==> config.mk <==
export PLATFORM = sky130hd
export DESIGN_NAME = can_apb_multi_bridge
export DESIGN_NICKNAME = d
export VERILOG_FILES = /design/src/rtl/can_apb_pkg.sv /design/src/rtl/can_irq_sync.sv /design/src/rtl/can_apb_multi_bridge.sv
export SDC_FILE = /design/constraint.sdc
export NUM_CORES = 1
export LEC_CHECK = 0
export CAP_MARGIN = 20
export CORE_UTILIZATION = 35
export CTS_BUF_LIST = sky130_fd_sc_hd__clkbuf_8
export CTS_CLUSTER_DIAMETER = 30
export DETAILED_ROUTE_END_ITERATION = 8
export PLACE_DENSITY = 0.83
export SKIP_CTS_REPAIR_TIMING = 1
export SYNTH_ARGS = -nofsm -noshare
export SYNTH_HDL_FRONTEND = slang
export SYNTH_HIERARCHICAL = 1
export SYNTH_SLANG_ARGS = --single-unit
==> constraint.sdc <==
create_clock -name aclk -period 3.97 [get_ports aclk]
set_input_delay 0.5955 -clock aclk [delete_from_list [all_inputs] [get_ports aclk]]
set_output_delay 0.5955 -clock aclk [all_outputs]
set_load 0.005 [all_outputs]
==> src/rtl/can_apb_pkg.sv <==
// Shared definitions for the multi-channel CAN APB bridge: page encoding,
// global register indices, bridge FSM states and the default ID byte.
package can_apb_pkg;

  localparam logic [3:0] GLOBAL_PAGE    = 4'hF;

  localparam logic [7:0] REG_ID         = 8'h00;
  localparam logic [7:0] REG_IRQ_PEND   = 8'h01;
  localparam logic [7:0] REG_IRQ_MASK   = 8'h02;
  localparam logic [7:0] REG_RST_CTRL   = 8'h03;

  localparam logic [7:0] ID_VAL_DEFAULT = 8'hC2;

  typedef enum logic {
    IDLE   = 1'b0,
    ACCESS = 1'b1
  } bridge_state_e;

  // Place a register byte on the low lane of an APB read word.
  function automatic logic [31:0] apb_byte(input logic [7:0] b);
    return {24'h000000, b};
  endfunction

endpackage

==> src/rtl/can_irq_sync.sv <==
// N-bit two-flop synchroniser for the active-low CAN core interrupt lines.
// Both stages reset to 1 so every line reads as deasserted out of reset.
module can_irq_sync #(
  parameter int N = 2
) (
  input  logic         aclk,
  input  logic         arstn,
  input  logic [N-1:0] i_async,
  output logic [N-1:0] o_sync
);

  logic [N-1:0] r_meta;
  logic [N-1:0] r_sync;

  // Two-stage capture of the asynchronous lines into the aclk domain.
  always_ff @(posedge aclk or negedge arstn) begin
    if (!arstn) begin
      r_meta <= '1;
      r_sync <= '1;
    end else begin
      r_meta <= i_async;
      r_sync <= r_meta;
    end
  end

  assign o_sync = r_sync;

endmodule

==> src/rtl/can_apb_multi_bridge.sv <==
// APB slave fronting N_CH byte-wide CAN core register files plus a global
// page (ID, IRQ pending, IRQ mask, per-channel soft reset). Channel writes and
// global accesses complete with zero wait states; channel reads wait RD_LAT
// cycles for the core read data.
module can_apb_multi_bridge
  import can_apb_pkg::*;
#(
  parameter int          N_CH       = 2,
  parameter int          RD_LAT     = 1,
  parameter int          CH_SEL_LSB = 10,
  parameter logic [7:0]  ID_VAL     = ID_VAL_DEFAULT
) (
  input  logic                aclk,
  input  logic                arstn,
  input  logic [31:0]         s_apb_paddr,
  input  logic                s_apb_psel,
  input  logic                s_apb_penable,
  input  logic                s_apb_pwrite,
  input  logic [31:0]         s_apb_pwdata,
  input  logic [3:0]          s_apb_pstrb,
  input  logic [2:0]          s_apb_pprot,
  output logic [31:0]         s_apb_prdata,
  output logic                s_apb_pready,
  output logic                s_apb_pslverr,
  output logic [7:0]          ch_reg_addr_o,
  output logic [7:0]          ch_reg_wdata_o,
  output logic [N_CH-1:0]     ch_reg_we_o,
  output logic [N_CH-1:0]     ch_reg_re_o,
  input  logic [8*N_CH-1:0]   ch_reg_rdata_i,
  output logic [N_CH-1:0]     ch_reg_rst_o,
  input  logic [N_CH-1:0]     ch_irq_n_i,
  output logic                irq_o
);

  localparam logic [3:0] NCH_PAGE  = 4'(N_CH);
  localparam logic [2:0] WAIT_LAST = 3'(RD_LAT - 1);

  bridge_state_e   r_state;
  logic            r_pready;
  logic            r_pslverr;
  logic [7:0]      r_prdata;
  logic            r_rd_sel;
  logic            r_rd_pend;
  logic [2:0]      r_wait;
  logic [N_CH-1:0] r_ch_oh;
  logic [N_CH-1:0] r_we;
  logic [N_CH-1:0] r_re;
  logic [7:0]      r_addr;
  logic [7:0]      r_wdata;
  logic [N_CH-1:0] r_mask;
  logic [N_CH-1:0] r_rst_ctrl;
  logic            r_irq;

  logic [3:0]      w_page;
  logic [7:0]      w_idx;
  logic            w_setup;
  logic            w_is_ch;
  logic [N_CH-1:0] w_ch_hit;
  logic [N_CH-1:0] w_irq_n_sync;
  logic [N_CH-1:0] w_irq_pend;
  logic [7:0]      w_pend_byte;
  logic [7:0]      w_mask_byte;
  logic [7:0]      w_rst_byte;
  logic [7:0]      w_glb_rdata;
  logic [7:0]      w_ch_byte;
  logic            w_unused_ok;

  assign w_page     = s_apb_paddr[CH_SEL_LSB+3:CH_SEL_LSB];
  assign w_idx      = s_apb_paddr[9:2];
  assign w_setup    = s_apb_psel & ~s_apb_penable;
  assign w_is_ch    = (w_page < NCH_PAGE);
  assign w_irq_pend = ~w_irq_n_sync;

  // Upper byte lanes, upper strobes, protection bits and address bits outside
  // the index/page fields carry no meaning for this block.
  assign w_unused_ok = ^{s_apb_pprot, s_apb_pwdata[31:8], s_apb_pstrb[3:1], s_apb_paddr};

  can_irq_sync #(
    .N (N_CH)
  ) u_irq_sync (
    .aclk    (aclk),
    .arstn   (arstn),
    .i_async (ch_irq_n_i),
    .o_sync  (w_irq_n_sync)
  );

  // One-hot decode of the channel page currently on the bus.
  always_comb begin
    w_ch_hit = '0;
    for (int k = 0; k < N_CH; k++) begin
      w_ch_hit[k] = (w_page == 4'(k));
    end
  end

  // Zero-extend the per-channel global registers to a byte; bits >= N_CH read 0.
  always_comb begin
    w_pend_byte = 8'h00;
    w_mask_byte = 8'h00;
    w_rst_byte  = 8'h00;
    w_pend_byte[N_CH-1:0] = w_irq_pend;
    w_mask_byte[N_CH-1:0] = r_mask;
    w_rst_byte[N_CH-1:0]  = r_rst_ctrl;
  end

  // Global page read mux; unknown indices read as zero.
  always_comb begin
    w_glb_rdata = 8'h00;
    case (w_idx)
      REG_ID:       w_glb_rdata = ID_VAL;
      REG_IRQ_PEND: w_glb_rdata = w_pend_byte;
      REG_IRQ_MASK: w_glb_rdata = w_mask_byte;
      REG_RST_CTRL: w_glb_rdata = w_rst_byte;
      default:      w_glb_rdata = 8'h00;
    endcase
  end

  // Read byte of the channel selected at setup time.
  always_comb begin
    w_ch_byte = 8'h00;
    for (int k = 0; k < N_CH; k++) begin
      w_ch_byte = w_ch_byte | (r_ch_oh[k] ? ch_reg_rdata_i[8*k +: 8] : 8'h00);
    end
  end

  // Bridge FSM: decode in SETUP, pulse the core in the first ACCESS cycle,
  // count read latency, complete and fall back to IDLE.
  always_ff @(posedge aclk or negedge arstn) begin
    if (!arstn) begin
      r_state    <= IDLE;
      r_pready   <= 1'b0;
      r_pslverr  <= 1'b0;
      r_prdata   <= 8'h00;
      r_rd_sel   <= 1'b0;
      r_rd_pend  <= 1'b0;
      r_wait     <= 3'd0;
      r_ch_oh    <= '0;
      r_we       <= '0;
      r_re       <= '0;
      r_addr     <= 8'h00;
      r_wdata    <= 8'h00;
      r_mask     <= '0;
      r_rst_ctrl <= '0;
    end else begin
      r_we <= '0;
      r_re <= '0;
      case (r_state)
        IDLE: begin
          r_pready  <= 1'b0;
          r_pslverr <= 1'b0;
          r_rd_sel  <= 1'b0;
          r_rd_pend <= 1'b0;
          r_wait    <= 3'd0;
          if (w_setup) begin
            r_state  <= ACCESS;
            r_addr   <= w_idx;
            r_wdata  <= s_apb_pwdata[7:0];
            r_ch_oh  <= w_ch_hit;
            r_prdata <= 8'h00;
            if (w_is_ch) begin
              if (s_apb_pwrite) begin
                r_pready <= 1'b1;
                r_we     <= s_apb_pstrb[0] ? w_ch_hit : '0;
              end else begin
                r_re      <= w_ch_hit;
                r_rd_pend <= 1'b1;
              end
            end else if (w_page == GLOBAL_PAGE) begin
              r_pready <= 1'b1;
              if (s_apb_pwrite) begin
                if (s_apb_pstrb[0]) begin
                  case (w_idx)
                    REG_IRQ_MASK: r_mask     <= s_apb_pwdata[N_CH-1:0];
                    REG_RST_CTRL: r_rst_ctrl <= s_apb_pwdata[N_CH-1:0];
                    default:      r_mask     <= r_mask;
                  endcase
                end else begin
                  r_mask <= r_mask;
                end
              end else begin
                r_prdata <= w_glb_rdata;
              end
            end else begin
              r_pready  <= 1'b1;
              r_pslverr <= 1'b1;
            end
          end else begin
            r_state <= IDLE;
          end
        end
        ACCESS: begin
          if (!s_apb_psel) begin
            // Master abandoned the transfer; an issued read pulse stays issued.
            r_state   <= IDLE;
            r_pready  <= 1'b0;
            r_pslverr <= 1'b0;
            r_rd_sel  <= 1'b0;
            r_rd_pend <= 1'b0;
            r_wait    <= 3'd0;
          end else if (r_pready) begin
            r_state   <= IDLE;
            r_pready  <= 1'b0;
            r_pslverr <= 1'b0;
            r_rd_sel  <= 1'b0;
          end else if (r_rd_pend) begin
            if (r_wait == WAIT_LAST) begin
              r_pready  <= 1'b1;
              r_rd_sel  <= 1'b1;
              r_rd_pend <= 1'b0;
              r_wait    <= 3'd0;
            end else begin
              r_wait <= r_wait + 3'd1;
            end
          end else begin
            r_state <= IDLE;
          end
        end
        default: begin
          r_state <= IDLE;
        end
      endcase
    end
  end

  // Aggregated interrupt: synchronised pending lines qualified by the mask.
  always_ff @(posedge aclk or negedge arstn) begin
    if (!arstn) begin
      r_irq <= 1'b0;
    end else begin
      r_irq <= |(w_irq_pend & r_mask);
    end
  end

  // The channel read byte is only valid in the completing cycle, so it is
  // steered through directly under a registered select; everything else is
  // a register.
  assign s_apb_prdata   = r_rd_sel ? apb_byte(w_ch_byte) : apb_byte(r_prdata);
  assign s_apb_pready   = r_pready;
  assign s_apb_pslverr  = r_pslverr;
  assign ch_reg_addr_o  = r_addr;
  assign ch_reg_wdata_o = r_wdata;
  assign ch_reg_we_o    = r_we;
  assign ch_reg_re_o    = r_re;
  assign ch_reg_rst_o   = r_rst_ctrl;
  assign irq_o          = r_irq;

endmodule

Yosys cells after proc, flatten, opt, wreduce, memory -nomap -nowiden
Cells that the tools add are included.
W data, S select, Z words.
{ "totals": {"ff_bits": 47, "input_bits": 94, "elab_cells": 98} }
{ "classes": {"add_sub_neg": 1, "magnitude_cmp": 1, "n_eq_ne": 10, "mux": 53, "bitwise": 7, "reduce_logical": 9} }
{ "ops": {"columns": ["op", "n"], "rows": [
  ["$mux W8", 6],
  ["$pmux W8 S4", 1],
  ["$mux W1", 27],
  ["$mux W2", 9],
  ["$eq A8 B2 Y1 const B", 2],
  ["$reduce_and A7 Y1", 2],
  ["$mux W3", 4],
  ["$pmux W1 S2", 5],
  ["$eq A8 B1 Y1 const B", 1],
  ["$logic_not A8 Y1", 1],
  ["$ne A4 B2 Y1 const B", 2],
  ["$or A8 B8 Y8", 1],
  ["$ne A3 B2 Y1 const B", 2],
  ["$pmux W3 S2", 1],
  ["$reduce_and A2 Y1", 3],
  ["$eq A4 B1 Y1 const B", 1],
  ["$eq A4 B4 Y1 const B", 1],
  ["$logic_not A4 Y1", 1],
  ["$lt A4 B2 Y1 const B", 1],
  ["$add A3 B1 Y3 const B", 1],
  ["$logic_not A3 Y1", 1],
  ["$ne A3 B3 Y1 const B", 1],
  ["$not A1 Y1", 3],
  ["$and A2 B2 Y2", 1],
  ["other kinds (3)", 3]
]} }

Depth between registers and ports, before layout
Gate-level depths: netlist (run 1).
{ "depth": {"depth_word": 6, "mapped_depth": 6, "mapped_depth_nobuf": 6} }

By module
The synthesis (run 1) kept the hierarchy.
{ "modules_own_cells": {"columns": ["module", "n_inst", "cells_each", "area_per_inst_um2", "seq_area_each_um2"], "rows": [
  ["can_apb_multi_bridge", 1, 207, 1894.3, 950.9],
  ["can_irq_sync", 1, 4, 105.1, 105.1]
]} }

Worst setup path before layout (run 1)
No wires, ideal clock.
{ "synth_timing": {"path_kind": "input-to-reg", "startpoint": "in s_apb_paddr[5]", "endpoint": "reg r_mask[0]", "setup_time_ns": 0.125, "arrival_ns": 2.209, "setup_slack_ns": 1.636, "path_stages": 4, "path_buffers": 0, "path_cell_list": "or4_1 or4_4 or3_4 mux2_4"} }
{ "synth_between": {"elab_chain_cells": 2} }
{ "synth_lines": {"columns": ["item", "line_no", "rtl"], "rows": [
  ["start: declaration", "can_apb_multi_bridge.sv:15", "input logic [31:0] s_apb_paddr,"],
  ["$eq A8 B2 Y1", "can_apb_multi_bridge.sv:171", "case (w_idx)"],
  ["$reduce_and A7 Y1 (no line)", null, null],
  ["end signal: assignment", "can_apb_multi_bridge.sv:172", "REG_IRQ_MASK: r_mask <= s_apb_pwdata[N_CH-1:0];"],
  ["end signal: assignment", "can_apb_multi_bridge.sv:174", "default: r_mask <= r_mask;"],
  ["end signal: assignment", "can_apb_multi_bridge.sv:177", "r_mask <= r_mask;"],
  ["end: declaration", "can_apb_multi_bridge.sv:50", "logic [N_CH-1:0] r_mask;"]
]} }
No other way between the ends.
A chain may end at the register's enable or synchronous reset.

Final worst setup path (run 1)
Ends and elaborated chain as after synthesis.

==> impl_metrics.ini, run 1 <==
[synth]
synth_cell_types = 31
number_of_enable_type_register_cells_in_the_synthesized_netlist = 0
async_flop_share_pct = 100
synth.ff_latch_count = 42
synth_top_cells_by_area = dfrtp_1 48%, nand2_1 11%, buf_4 9.0%
synth.yosys.warnings = 6
synth_most_common_cell = nand2_1
ys_seq_area_share_pct = 52.8
syn-instance-count = 211
syn_area_um2 = 2000
synth.top_cells.by_count = 56 x nand2_1, 38 x dfrtp_1, 24 x buf_4, 9 x inv_1, 8 x a22oi_1
yosysTopAreaCellShare_pct = 47.6
yosysTopAreaCell = dfrtp_1
avgSynthCellArea_um2 = 9.48
ys.flop_type = dfrtp_1

[sta]
timing.fmax_mhz = 398
max_slew_violations = 0
fin_crit_ns = 2.51
finalHoldViolCount = 0
timing.clock.skew_ns = 0.00283
rsz0062_at_grt = no
setup_viol = 0
max-slew-margin-rel_pct = 39.8
worst_slew_pin_slew_ns = 0.903
min_period_over_period_pct = 63.2
setup_total_negative_slack_ns = 0
holdWs_ns = 0.359

[floorplanning]
die-width_um = 77.6
die_area_um2 = 6020
core_um2 = 5510
pin_count = 151
rows = 27
die_h_um = 77.6
floorplan.initialDensity_pct = 36.3

[grt]
first_global_vias = 1615
all_layer_global_routing_usage_pct = 16.0
gr-total-overflow = 0
grt_start_max_net_pins = 43
first_pass_grt_wire_length_um = 7480
grt_antenna_before_repair = 0

[status]
outcome = finished, final reports clean

[place]
dp.cells = 352
portBuffers = 76
rd_place_congestion = 0.806
detailedPlacementHpwl_um = 3250

[route]
vias_per_cell = 4.60
post_drt_wl_per_cell_um = 12.2
detail-route-antenna-nets = 0
routed_wl_um = 4410
drc = 0
drt-pass1-iter-count = 4
num_vias = 1657
first_iter_violations = 39

[critical_path]
cp_max_fo = 4
path_buf_inv = 1
worstPathCellList = clkdlybuf4s50_1 -> or4_1 -> or4_4 -> or3_4 -> mux2_4
critical-path-slowest-cell = or4_1
worst_ep_arrival_time_ns = 2.69
worstSetupEndpointType = register
worstSetupStartpointType = primary input
critPathTopFamily = simple AND/OR/NAND/NOR gates
critPathKind = primary input to register
crit_path_max_incr_delay_ns = 0.53
cp.required_ns = 4.15

[job]
maxCapViolations = 0

[clocking]
tritoncts_clock_tree = built
h_tree_depth = 2
clkSinkCount = 42
cts_buffer_depth = 2
clock_insertion_delay_worst_skew_ns = 0.29
cts.reportedPaths.clkPinSlew_ns = 0.08
clock-root-buffer = clkbuf_8
tritoncts.num_buffers = 5

[power_and_ir_drop]
power_total_uw = 978
peakVddDrop_uv = 200
total_leakage_power_nw = 1.26
power_density_nw_per_um2 = 343

[layout]
layout-area-overhead-vs-synth_pct = 42.6
multi_input_comb_area_um2 = 795
num-nets-final = 383
register_area_um2 = 1060
layout.cells.non_filler = 360
drive_gt1_share_pct = 7.64
final_core_utilization_pct = 51.8
antenna_diodes = 0
layout.filler_cells = 506

[hold_path]
worst_hold_path_type = register to register
registers in the layout, summed over array words and instances, names as in the netlist:
name and count:
r_rd_sel 1, irq_o 1, s_apb_pslverr 1, r_state 1
s_apb_pready 1, u_irq_sync/r_meta 2, ch_reg_rst_o 2, ch_reg_re_o 2
r_wait 3, ch_reg_addr_o 8, r_rd_pend 1, ch_reg_we_o 2
r_prdata 3, ch_reg_wdata_o 8, r_mask 2, r_ch_oh 2
u_irq_sync/o_sync 2
logic make-up after synthesis:
group / Yosys count / synth area share, %
compound gates: 29 / 9.14
other cells: 1 / 0.188
flops: 42 / 52.8
mux: 7 / 4.13
simple gates: 90 / 20.5
buf+inv: 40 / 12.0
fa+ha+maj: 2 / 1.25
layout by cell type, fill, tap and decap left out, types with 6 or more instances in the layout:
| cell | Yosys | layout |
|---|---|---|
| nor2_1 | 7 | 7 |
| inv_1 | 9 | 9 |
| nor2b_1 | 6 | 6 |
| a21oi_1 | 7 | 7 |
| o21ai_0 | 7 | 7 |
| dfrtp_1 | 38 | 38 |
| nand2_1 | 56 | 56 |
| a22oi_1 | 8 | 8 |
| clkdlybuf4s50_1 | 0 | 75 |
| nor3_1 | 7 | 7 |
| conb_1 | 1 | 24 |
path summary, 6_finish.rpt:
check                                            end                  from  cells past startpoint  slack [ns]
worst max-delay path                       r_mask[0]        s_apb_paddr[5]                      5        1.46
max in group asynchronous             ch_reg_re_o[0]                 arstn                      1        2.98
worst min-delay path            u_irq_sync/o_sync[0]  u_irq_sync/r_meta[0]                      0        0.36
min in group asynchronous           ch_reg_addr_o[0]                 arstn                      1        0.43
worst max register to register             r_mask[0]               r_state                      5        2.16
worst min register to register  u_irq_sync/o_sync[0]  u_irq_sync/r_meta[0]                      0        0.36
where the power goes:
part / internal [mW] / switching, mW / total [mW]
combinational: 0.0971 / 0.0646 / 0.162
clock: 0.187 / 0.151 / 0.338
sequential: 0.459 / 0.0192 / 0.478
total: 0.743 / 0.235 / 0.978
through the flow:
| stage | setup slack (ns) | area (um2) |
|---|---|---|
| 2_1_floorplan | 1.64 | 2090 |
| 3_3_place_gp | 1.15 | 2740 |
| 3_5_place_dp | 1.14 | 2740 |
| 4_1_cts | 1.46 | 2850 |
| 5_1_grt | 1.40 | 2850 |
| 6_report | 1.46 | 2850 |
area by class of cell:
cell class                 count  share of cell area, %
multi-input combinational    152                   27.9
clock inverter                 3                   1.58
sequential                    42                   37.0
inverter                       9                   1.18
timing repair buffer          77                   26.8
tap                           72                   3.16
clock buffer                   5                   2.41
metal layers:
| layer | wire length, um | global-route usage, % | up-vias |
|---|---|---|---|
| li1 | - | - | 799 |
| met1 | 1930 | 18.3 | 776 |
| met2 | 2090 | 27.5 | 76 |
| met3 | 345 | 5.76 | 6 |
| met4 | 50 | 5.09 | 0 |
| met5 | 0 | 0 | - |
Note: power is estimated with default switching activity, not from simulation.
==> inputs of run 2 (changes only) <==
--- a/config.mk
+++ b/config.mk
@@ -6,11 +6,11 @@
 export NUM_CORES = 1
 export LEC_CHECK = 0
 export CAP_MARGIN = 20
-export CORE_UTILIZATION = 35
+export CORE_UTILIZATION = 31
 export CTS_BUF_LIST = sky130_fd_sc_hd__clkbuf_8
 export CTS_CLUSTER_DIAMETER = 30
 export DETAILED_ROUTE_END_ITERATION = 8
-export PLACE_DENSITY = 0.83
+export PLACE_DENSITY = 0.78
 export SKIP_CTS_REPAIR_TIMING = 1
 export SYNTH_ARGS = -nofsm -noshare
 export SYNTH_HDL_FRONTEND = slang
==> constraint.sdc (replaced) <==
create_clock -name aclk -period 2.3 [get_ports aclk]
set_input_delay 0.345 -clock aclk [delete_from_list [all_inputs] [get_ports aclk]]
set_output_delay 0.345 -clock aclk [all_outputs]
set_load 0.005 [all_outputs]
==> impl_metrics.ini, run 2 (same netlist as run 1, synthesis figures left out) <==
[status]
outcome = finished, final reports clean

[power_and_ir_drop]
power_density_nw_per_um2 = 578
peakVddDrop_uv = 395
total_leakage_power_nw = 1.30
power_total_mw = 1.67

[route]
post_drt_wl_per_cell_um = 12.3
vias_per_cell = 4.50
drc = 0
num_vias = 1655
detail-route-antenna-nets = 0
drt-pass1-iter-count = 4
routed_wl_um = 4530
first_iter_violations = 86

[sta]
worst_slew_pin_slew_ns = 0.917
finalHoldViolCount = 0
timing.fmax_mhz = 443
max-slew-margin-rel_pct = 38.9
rsz0062_at_grt = no
setup_slack_ns = 0.0407
max_slew_violations = 0
fin_crit_ns = 2.26
setup_viol = 0
min_period_over_period_pct = 98.2
setup_total_negative_slack_ns = 0
timing.clock.skew_ns = 0.00760
holdWs_ns = 0.178

[critical_path]
r2r_end = r_mask[1]
critPathKind = primary input to register
worst_ep_arrival_time_ns = 2.45
reg2regPathDepth = 4
critPathLaunch = s_apb_paddr[5]
r2r_setup_slack_ns = 0.68
cp.required_ns = 2.49
cp_max_fo = 3
r2r_start = r_state
worstSetupEndpointType = register
worstSetupStartpointType = primary input

[clocking]
clkSinkCount = 42
h_tree_depth = 2
clock-root-buffer = clkbuf_8
cts.reportedPaths.clkPinSlew_ns = 0.08
tritoncts.num_buffers = 5
clock_insertion_delay_worst_skew_ns = 0.30
tritoncts_clock_tree = built
cts_buffer_depth = 2

[grt]
all_layer_global_routing_usage_pct = 14.8
grt_antenna_before_repair = 0
grt_start_max_net_pins = 43
gr-total-overflow = 0
first_pass_grt_wire_length_um = 7400
first_global_vias = 1650

[layout]
layout.cells.most_common_list = 75 x clkdlybuf4s50_1, 56 x nand2_1, 38 x dfrtp_1, 24 x conb_1, 11 x inv_1
finish.instance_area_um2 = 2890
layout.filler_cells = 580
layout-area-overhead-vs-synth_pct = 44.6
drive_gt1_share_pct = 8.87
antenna_diodes = 0
layout.cells.non_filler = 368
num-nets-final = 388
layout.cells.most_common = clkdlybuf4s50_1
final_core_utilization_pct = 47.7

[place]
detailedPlacementHpwl_um = 3430
portBuffers = 76
rd_place_congestion = 0.794
placed_area_um2 = 2780
dp.cells = 360
dp_slack_ns = -0.269

[floorplanning]
floorplan.initialDensity_pct = 33.0
die_h_um = 82.3
core_um2 = 6060
die_area_um2 = 6770
pin_count = 151
rows = 28
die-width_um = 82.3

[job]
maxCapViolations = 0

[hold_path]
worst_hold_path_type = primary input to asynchronous set/reset pin
## run 2: changes by cell type in the layout (fill, tap and decap cells not counted), sizes merged
cell	previous run	this run
buf	2	7
clkinvlp	2	0
inv	9	11
## run 2: power by group
part | switching (mW) | internal, mW
registers | 0.0341 | 0.792
clock network | 0.245 | 0.316
logic | 0.112 | 0.172
total | 0.391 | 1.28
## run 2: cell type report
cell class                      count  area, um2  area share (%)
Inverter                            9       33.8            1.17
Timing Repair Buffer               82        801            27.7
Clock inverter                      3       37.5            1.30
Tap cell                           75       93.8            3.25
Clock buffer                        5       68.8            2.38
Sequential cell                    42       1060            36.5
Multi-Input combinational cell    152        800            27.7
## run 2: worst max path at each step
stage / to / slack (ns) / cells past startpoint
floorplan: r_mask[0] / 0.22 / 4
global placement: r_mask[0] / -0.26 / 5
detailed placement: r_mask[0] / -0.27 / 5
CTS: r_mask[1] / 0.06 / 5
global route: r_prdata[1] / 0.003 / 6
finish: r_mask[1] / 0.04 / 5
## run 2: critical path, stage by stage
cell,delay [ns]
clkdlybuf4s50_1,0.41
or4_1,0.53
or4_4,0.45
or3_4,0.40
mux2_4,0.30
## run 2: metal layers
layer	vias up	global-route usage (%)	share of wire [%]
met3	7	5.82	9.8
met2	75	25.0	48
met5	-	0	0
met1	766	16.4	41
li1	807	-	-
met4	0	6.32	1.4
==> inputs of run 3 (changes only) <==
--- a/config.mk
+++ b/config.mk
@@ -10,6 +10,7 @@
 export CTS_BUF_LIST = sky130_fd_sc_hd__clkbuf_8
 export CTS_CLUSTER_DIAMETER = 30
 export DETAILED_ROUTE_END_ITERATION = 8
+export HOLD_SLACK_MARGIN = 0.12
 export PLACE_DENSITY = 0.78
 export SKIP_CTS_REPAIR_TIMING = 1
 export SYNTH_ARGS = -nofsm -noshare
==> results of run 3 <==
The final DEF is identical to that of run 2; final timing and power are the same.
